<file path="config.mk">
export PLATFORM = sky130hd
export DESIGN_NAME = trap_event_gen
export DESIGN_NICKNAME = d
export VERILOG_FILES = /design/src/rtl/trap_event_gen.sv
export SDC_FILE = /design/constraint.sdc
export NUM_CORES = 1
export LEC_CHECK = 0
export CAP_MARGIN = 20
export CORE_AREA = 2 2 155 157
export CTS_BUF_LIST = sky130_fd_sc_hd__clkbuf_4 sky130_fd_sc_hd__clkbuf_8 sky130_fd_sc_hd__clkbuf_16
export DETAILED_ROUTE_END_ITERATION = 8
export DIE_AREA = 0 0 157 159
export HOLD_SLACK_MARGIN = 0.08
export PLACE_DENSITY = 0.95
export REMOVE_ABC_BUFFERS = 1
export SETUP_SLACK_MARGIN = 0.2
export SLEW_MARGIN = 15
export SYNTH_ARGS = -nofsm -noshare
export SYNTH_HDL_FRONTEND = slang
export SYNTH_SLANG_ARGS = --single-unit
</file>
<file path="constraint.sdc">
create_clock -name clock -period 5.6 [get_ports clock]
set_input_delay 0.56 -clock clock [delete_from_list [all_inputs] [get_ports clock]]
set_output_delay 0.56 -clock clock [all_outputs]
set_load 0.03 [all_outputs]
</file>
<file path="src/rtl/trap_event_gen.sv">
`default_nettype none
// ============================================================================
// Module      : trap_event_gen
// Description : Producer side of the difftest trap-event channel. Tracks
//               64-bit cycle and retired-instruction counters, detects a
//               good/bad trap, a simulation timeout or a WFI commit, and
//               drives the trap-event record plus a sticky halt request.
// Revision    : 1.0 - initial release
// ============================================================================
module trap_event_gen #(
    parameter logic [7:0]  COREID  = 8'd0,
    parameter logic [63:0] TIMEOUT = 64'd0
) (
    input  logic        clock,
    input  logic        rst_n,
    input  logic        commit_valid,
    input  logic [63:0] commit_pc,
    input  logic        commit_is_trap,
    input  logic        commit_is_wfi,
    input  logic [63:0] trap_code,
    output logic        te_enable,
    output logic        te_hasTrap,
    output logic [63:0] te_cycleCnt,
    output logic [63:0] te_instrCnt,
    output logic        te_hasWFI,
    output logic [63:0] te_code,
    output logic [63:0] te_pc,
    output logic [7:0]  te_coreid,
    output logic        trapped
);

    localparam logic [1:0] ST_IDLE   = 2'd0;
    localparam logic [1:0] ST_RUN    = 2'd1;
    localparam logic [1:0] ST_REPORT = 2'd2;
    localparam logic [1:0] ST_DONE   = 2'd3;

    localparam logic [63:0] TIMEOUT_CODE = 64'hFFFF_FFFF_FFFF_FFFF;

    logic [1:0]  state;
    logic [63:0] cycle_q;
    logic [63:0] instr_q;
    logic [63:0] code_q;
    logic [63:0] pc_q;
    logic [63:0] last_pc;
    logic        wfi_q;

    logic [63:0] cycle_next;
    logic        trap_hit;
    logic        timeout_hit;

    // Trap/timeout detection; the timeout compares against the incremented count
    always_comb begin
        cycle_next  = cycle_q + 64'd1;
        trap_hit    = commit_valid && commit_is_trap;
        timeout_hit = (TIMEOUT != 64'd0) && (cycle_next == TIMEOUT);
    end

    // Run-state machine with counters, WFI flag and report payload capture
    always_ff @(posedge clock or negedge rst_n) begin
        if (!rst_n) begin
            state   <= ST_IDLE;
            cycle_q <= 64'd0;
            instr_q <= 64'd0;
            code_q  <= 64'd0;
            pc_q    <= 64'd0;
            last_pc <= 64'd0;
            wfi_q   <= 1'b0;
        end else begin
            case (state)
                ST_IDLE: begin
                    state <= ST_RUN;
                end
                ST_RUN: begin
                    cycle_q <= cycle_next;
                    if (commit_valid) begin
                        instr_q <= instr_q + 64'd1;
                        last_pc <= commit_pc;
                        // Set by a WFI commit, cleared by any other commit
                        wfi_q   <= commit_is_wfi;
                    end
                    // Trap has priority over a coincident timeout
                    if (trap_hit) begin
                        state  <= ST_REPORT;
                        code_q <= trap_code;
                        pc_q   <= commit_pc;
                    end else if (timeout_hit) begin
                        state  <= ST_REPORT;
                        code_q <= TIMEOUT_CODE;
                        pc_q   <= commit_valid ? commit_pc : last_pc;
                    end
                end
                ST_REPORT: begin
                    state <= ST_DONE;
                end
                default: begin
                    state <= ST_DONE;
                end
            endcase
        end
    end

    // Record outputs decoded straight from registered state
    always_comb begin
        te_enable   = (state == ST_RUN) || (state == ST_REPORT);
        te_hasTrap  = (state == ST_REPORT);
        te_cycleCnt = cycle_q;
        te_instrCnt = instr_q;
        te_hasWFI   = wfi_q;
        te_code     = code_q;
        te_pc       = pc_q;
        te_coreid   = COREID;
        trapped     = (state == ST_DONE);
    end

endmodule
`default_nettype wire

</file>
Word level (Yosys, flattened, before mapping)
Cells that the tools add are included.
{"block": "totals", "reg_bits": 259, "in_bits": 133, "output_inout_bits": 268, "wordCells": 19}
{"block": "classes", "n_addsub": 2, "eq_ne": 4, "muxes": 2, "n_reduce_logical": 5}
{"op": "$add 64x1->64 const B", "count": 2}
{"op": "$eq 2x2->1 const B", "count": 2}
{"op": "$pmux 2 s2", "count": 1}
{"op": "$reduce_and 2->1", "count": 2}
{"op": "$eq 2x1->1 const B", "count": 1}
{"op": "$logic_not 2->1", "count": 1}
{"op": "$mux 2", "count": 1}
{"op": "$ne 2x2->1 const B", "count": 1}
{"op": "$logic_and 1x1->1", "count": 1}
{"op": "$logic_or 1x1->1", "count": 1}

Longest topological paths before layout
{"block": "logic_depth", "depth_word": 3, "ltp_mapped": 8}

Worst setup path before layout
OpenSTA, ideal clock, no wires.
{"block": "synth_timing", "kind": "register -> register", "start": "reg state[1]", "end": "reg cycle_q[31], in the netlist te_cycleCnt[31]", "setup_ns": 0.135, "arrival_ns": 2.000, "t_required_ns": 5.465, "path_slack_ns": 3.465, "path_stages_with_launch": 9, "synth_period_minus_slack_ns": 2.135, "path_cell_list": "dfrtp_1 > inv_1 > ha_1 > buf_4 > nand4_4 > or3_4 > nor4_1 > nand2_1 > xnor2_1"}
{"block": "synth_via", "elab_chain_len": 1}
{"element": "start, declared", "line_no": "39", "text": "logic [1:0] state;"}
{"element": "start signal, assigned", "line_no": "61", "text": "state <= ST_IDLE;"}
{"element": "start signal, assigned", "line_no": "71", "text": "state <= ST_RUN;"}
{"element": "start signal, assigned", "line_no": "83", "text": "state <= ST_REPORT;"}
{"element": "$eq 2x1->1", "line_no": "69", "text": "case (state)"}
{"element": "end signal, assigned", "line_no": "74", "text": "cycle_q <= cycle_next;"}
{"element": "end, declared", "line_no": "40", "text": "logic [63:0] cycle_q;"}
No other way between the ends.
A chain may end at the register's enable or synchronous reset.

Worst setup path after layout
{"block": "layout_timing", "start": "reg state[1]", "end": "reg instr_q[59], in the netlist te_instrCnt[59]"}
{"block": "layout_via", "elab_chain_len": 2}
{"element": "$eq 2x1->1", "line_no": "69"}
{"element": "$reduce_and 2->1 (no source line)"}
{"element": "end signal, assigned", "line_no": "76", "text": "instr_q <= instr_q + 64'd1;"}
{"element": "end, declared", "line_no": "41", "text": "logic [63:0] instr_q;"}
No other way between the ends.

==> flow_results.org <==
** Timing
- The hold violation total from the final report is 0.
- After layout, the worst setup slack is 2810 ps.
- Setup repair after global routing missed its margin :: false
- Derived from the worst setup path, the maximum achievable clock frequency is 0.359 GHz.
- Final critical-path required period :: 2790 ps
- The number of slew-limit violations in the final report is 0.
- Actual slew at the worst max-slew pin :: 915 ps
- Setup violations remaining at the end of the flow were counted as 0.
- The final critical path takes up 49.8% of the cycle.
- Adding up every negative setup slack in the final design gives 0 ps.
- In this run the tightest slew margin relative to its limit is 39.0%.
- Worst clock skew on the final layout :: 9.56 ps

** Worst hold path
- The min-delay analysis places its worst path in the category register to register.
- WHS Path Cells :: 1

** Final layout
- The filler cells instantiated in the layout total 1555.
- Synthesis-to-finish area growth :: 47.2%
- Summing all flip-flop and latch instances after layout gives 0.00648 mm2.
- Multi-input gate area in the final layout :: 0.00429 mm2
- Final Non-Filler Cells :: 1577
- Utilization after layout :: 69.5%
- Number of nets in the layout :: 1378
- The post-route netlist has 16.4% of its cells at a drive strength greater than 1.

** Synth
- During synthesis, Yosys emitted a total of 0 warnings.
- Fraction of the yosys area taken by sequential cells :: 59.2%
- Number of instances in the synthesized netlist :: 831
- The average instance in the mapped netlist occupies 13.2 um2.
- Post-synthesis cell type count :: 36
- In this run, synthesis produced a sequential element count of 259.
- Summed over all instances, the cell type with the most area after synthesis is sky130_fd_sc_hd__dfrtp_1.
- Post-synth top area share :: 59.2%
- The mapped netlist covers 0.0109 mm2.
- Top cells by area, synth :: sky130_fd_sc_hd__dfrtp_1 59%, sky130_fd_sc_hd__mux2_2 13%, sky130_fd_sc_hd__xnor2_1 5.8%, sky130_fd_sc_hd__xor2_1 4.2%, sky130_fd_sc_hd__nand4_1 2.6%

** Critical path
- The critical path is of the register to register type.
- The number of cells on the worst reg-to-reg path is 7.
- Peak fanout along the critical path :: 10
- CP Data Required Time :: 6050 ps
- The worst setup path is launched from a register.
- Data on the critical path arrives at its endpoint at 3230 ps.
- Across all register-to-register paths, the minimum setup slack is 2810 ps.
- Endpoint kind of the worst setup timing path :: register

** Detailed routing
- In the routed design, unresolved DRC markers number 0.
- Post-DRT Antenna Nets :: 0
- Before antenna repair, the detailed router went through 4 iterations.
- Iter 0 DRT Violations :: 368
- Total Wirelength :: 30800 um
- Routed wire per std cell :: 19.5 um
- Via density :: 5.26
- Via Count :: 8299

** Placement
- Final HPWL from detailed placement :: 22400 um
- Number of port buffers :: 392
- Cell total after placement :: 1526
- Before CTS, the worst setup slack after placement is 2710 ps.
- Final GP Congestion :: 0.853

** Job
- Number of max-cap violations :: 0

** Pwr
- IR drop worst, VDD :: 0.276 mV
- Leakage component of the power :: 7.51 nW
- Sequential share of power :: 49.4%
- Switching fraction of total power :: 20.4%
- Clock power share :: 46.9%
- Proportion of power drawn by combinational gates :: 3.7%
- Net Switching :: 0.000774 W
- For this design the ratio of total power to cell area is 235 mW/mm2.
- Internal power of the cells :: 0.00301 W

** Global routing
- Number of global-route vias before repair :: 8802
- Wire length of the first global-routing pass :: 48200 um
- Global routing finished with a remaining overflow of 0.
- Across every metal layer, demand over resource in global routing totals 24.3%.
- Number of antenna violations at the first check in global routing :: 3
- Pin count of the biggest net entering global routing :: 165

** Clock tree
- Bufs on Longest Clock Path :: 3
- The tree built by TritonCTS fans out to 259 sinks.
- Number of setup buffers added after CTS :: 0
- In this run the number of H-tree levels came out at 1.
- The later pin in the worst-skew pair is clocked with a latency of 530 ps.
- TritonCTS created 28 clock buffers.
- Clock-pin slew of the registers on the worst-case setup and hold paths :: 60 ps
- TritonCTS built the clock tree.
- Clock tree synthesis selected as its root buffer the cell sky130_fd_sc_hd__clkbuf_16.

** Floorplanning
- 401 I/O pins were placed.
- Core footprint :: 0.0232 mm2
- The initial utilization of the core area, before any placement, comes to 47.2%.
- Number of rows created at floorplan :: 56
- From left edge to right edge, the die measures 157 um.
- Measured along the y axis, the die boundary spans 159 um.
- Area of the die :: 0.0250 mm2

** Outcome
- Run status :: completed
## cells in the mapped netlist
library cell and n:
sky130_fd_sc_hd__dfrtp_1 259, sky130_fd_sc_hd__mux2_2 131, sky130_fd_sc_hd__xnor2_1 73, sky130_fd_sc_hd__xor2_1 52, sky130_fd_sc_hd__nand4_1 45, sky130_fd_sc_hd__nand2_1 40, sky130_fd_sc_hd__nand3_1 38, sky130_fd_sc_hd__nor2_1 32
sky130_fd_sc_hd__nor3_1 25, sky130_fd_sc_hd__inv_1 21, sky130_fd_sc_hd__nor4_1 18, sky130_fd_sc_hd__and3_1 15, sky130_fd_sc_hd__clkbuf_1 14, sky130_fd_sc_hd__buf_4 10, sky130_fd_sc_hd__and2_1 9, sky130_fd_sc_hd__and4_1 8
sky130_fd_sc_hd__ha_1 7, sky130_fd_sc_hd__nand4_4 5, sky130_fd_sc_hd__nor3_2 3, sky130_fd_sc_hd__nor3_4 3, sky130_fd_sc_hd__nor4_2 3, sky130_fd_sc_hd__o21ai_0 3, sky130_fd_sc_hd__or3_1 3, sky130_fd_sc_hd__nand3_2 2
sky130_fd_sc_hd__a21boi_0 1, sky130_fd_sc_hd__and4_4 1, sky130_fd_sc_hd__buf_1 1, sky130_fd_sc_hd__buf_2 1, sky130_fd_sc_hd__conb_1 1, sky130_fd_sc_hd__nand2_2 1, sky130_fd_sc_hd__nor3b_4 1, sky130_fd_sc_hd__nor4_4 1
sky130_fd_sc_hd__nor4b_1 1, sky130_fd_sc_hd__nor4b_4 1, sky130_fd_sc_hd__or2_2 1, sky130_fd_sc_hd__or3_4 1
## metrics by stage
stage / hold slack, ps / power [W] / instance area [um2]
6_report: 496 / 0.00379 / 16100
5_1_grt: 510 / 0.00392 / 16100
4_1_cts: 493 / 0.00383 / 16100
3_5_place_dp: 486 / 0.00205 / 15200
3_3_place_gp: 462 / 0.00205 / 15200
2_1_floorplan: 264 / 0.00191 / 10800
## what timing repair did
action | 4_1_cts | 5_1_grt
endpoints found under the hold margin | 25 | 0
resized for setup | 0 | 0
hold buffers | 1 | 0
## power by group through the flow
stage / combinational, W / clock [W] / sequential [W]
2_1_floorplan: 0.00000800 / 0 / 0.00191
3_3_place_gp: 0.000140 / 0 / 0.00191
3_5_place_dp: 0.000142 / 0 / 0.00191
4_1_cts: 0.000144 / 0.00181 / 0.00187
5_1_grt: 0.000153 / 0.00189 / 0.00187
6_report: 0.000140 / 0.00178 / 0.00187
## flip-flops by register name, indices dropped and copies added (netlist names)
register / cells
state: 2
te_code: 64
te_cycleCnt: 64
te_hasWFI: 1
te_instrCnt: 64
te_pc: 64
## metal layers
| metal | track usage [%] | wire, um |
|---|---|---|
| met3 | 5.17 | 2040 |
| met1 | 28.1 | 11400 |
| met4 | 11.8 | 1470 |
| met2 | 42.6 | 15900 |
| met5 | 0 | 0 |
## worst max-delay path, cell delays in order, from the launching register on
cell and delay, ps:
sky130_fd_sc_hd__dfrtp_1 420, sky130_fd_sc_hd__inv_1 120, sky130_fd_sc_hd__ha_1 510, sky130_fd_sc_hd__nand2_2 250, sky130_fd_sc_hd__nor4_4 560, sky130_fd_sc_hd__nand4_4 300, sky130_fd_sc_hd__nor4_2 360, sky130_fd_sc_hd__xor2_1 190
## path summary, 6_finish.rpt
check / start / to
max: state[1] / te_instrCnt[59]
min: te_instrCnt[45] / te_instrCnt[45]
max reg2reg: state[1] / te_instrCnt[59]
min reg2reg: te_instrCnt[45] / te_instrCnt[45]
max in group asynchronous: rst_n / te_pc[22]
min in group asynchronous: rst_n / te_cycleCnt[16]
## layout make-up
| class | count | share of cell area [%] |
|---|---|---|
| Clock inverter | 7 | 0.411 |
| Clock buffer | 40 | 5.09 |
| Timing Repair Buffer | 396 | 24.7 |
| Sequential cell | 259 | 40.2 |
| Inverter | 21 | 0.489 |
| Multi-Input combinational cell | 532 | 26.6 |
| Antenna cell | 3 | 0.0466 |
| Tap cell | 319 | 2.48 |
## cell families (layout without fill, tap and decap cells)
group | Yosys count | count (layout) | synth area share (%)
buffers and inverters | 47 | 464 | 1.97
adders and majority gates | 7 | 7 | 0.800
DFF | 259 | 259 | 59.2
AOI/OAI and AO/OA | 4 | 4 | 0.206
muxes | 131 | 131 | 13.5
and+or+nand+nor | 257 | 257 | 14.3
other | 1 | 11 | 0.0342
xor gates and xnor gates | 125 | 125 | 10.0
## cells in the final DEF (no fill, tap or decap), drive strengths merged
master,Yosys,layout
a21boi,1,1
and2,9,9
and3,15,15
and4,9,9
buf,12,4
bufinv,0,1
clkbuf,14,40
clkdlybuf4s50,0,391
clkinv,0,4
clkinvlp,0,1
conb,1,8
dfrtp,259,259
diode,0,3
dlygate4sd3,0,1
ha,7,7
inv,21,22
mux2,131,131
nand2,41,41
nand3,40,40
nand4,50,50
nor2,32,32
nor3,31,31
nor3b,1,1
nor4,22,22
nor4b,2,2
o21ai,3,3
or2,1,1
or3,4,4
xnor2,73,73
xor2,52,52
(Power assumes the default switching activity.)
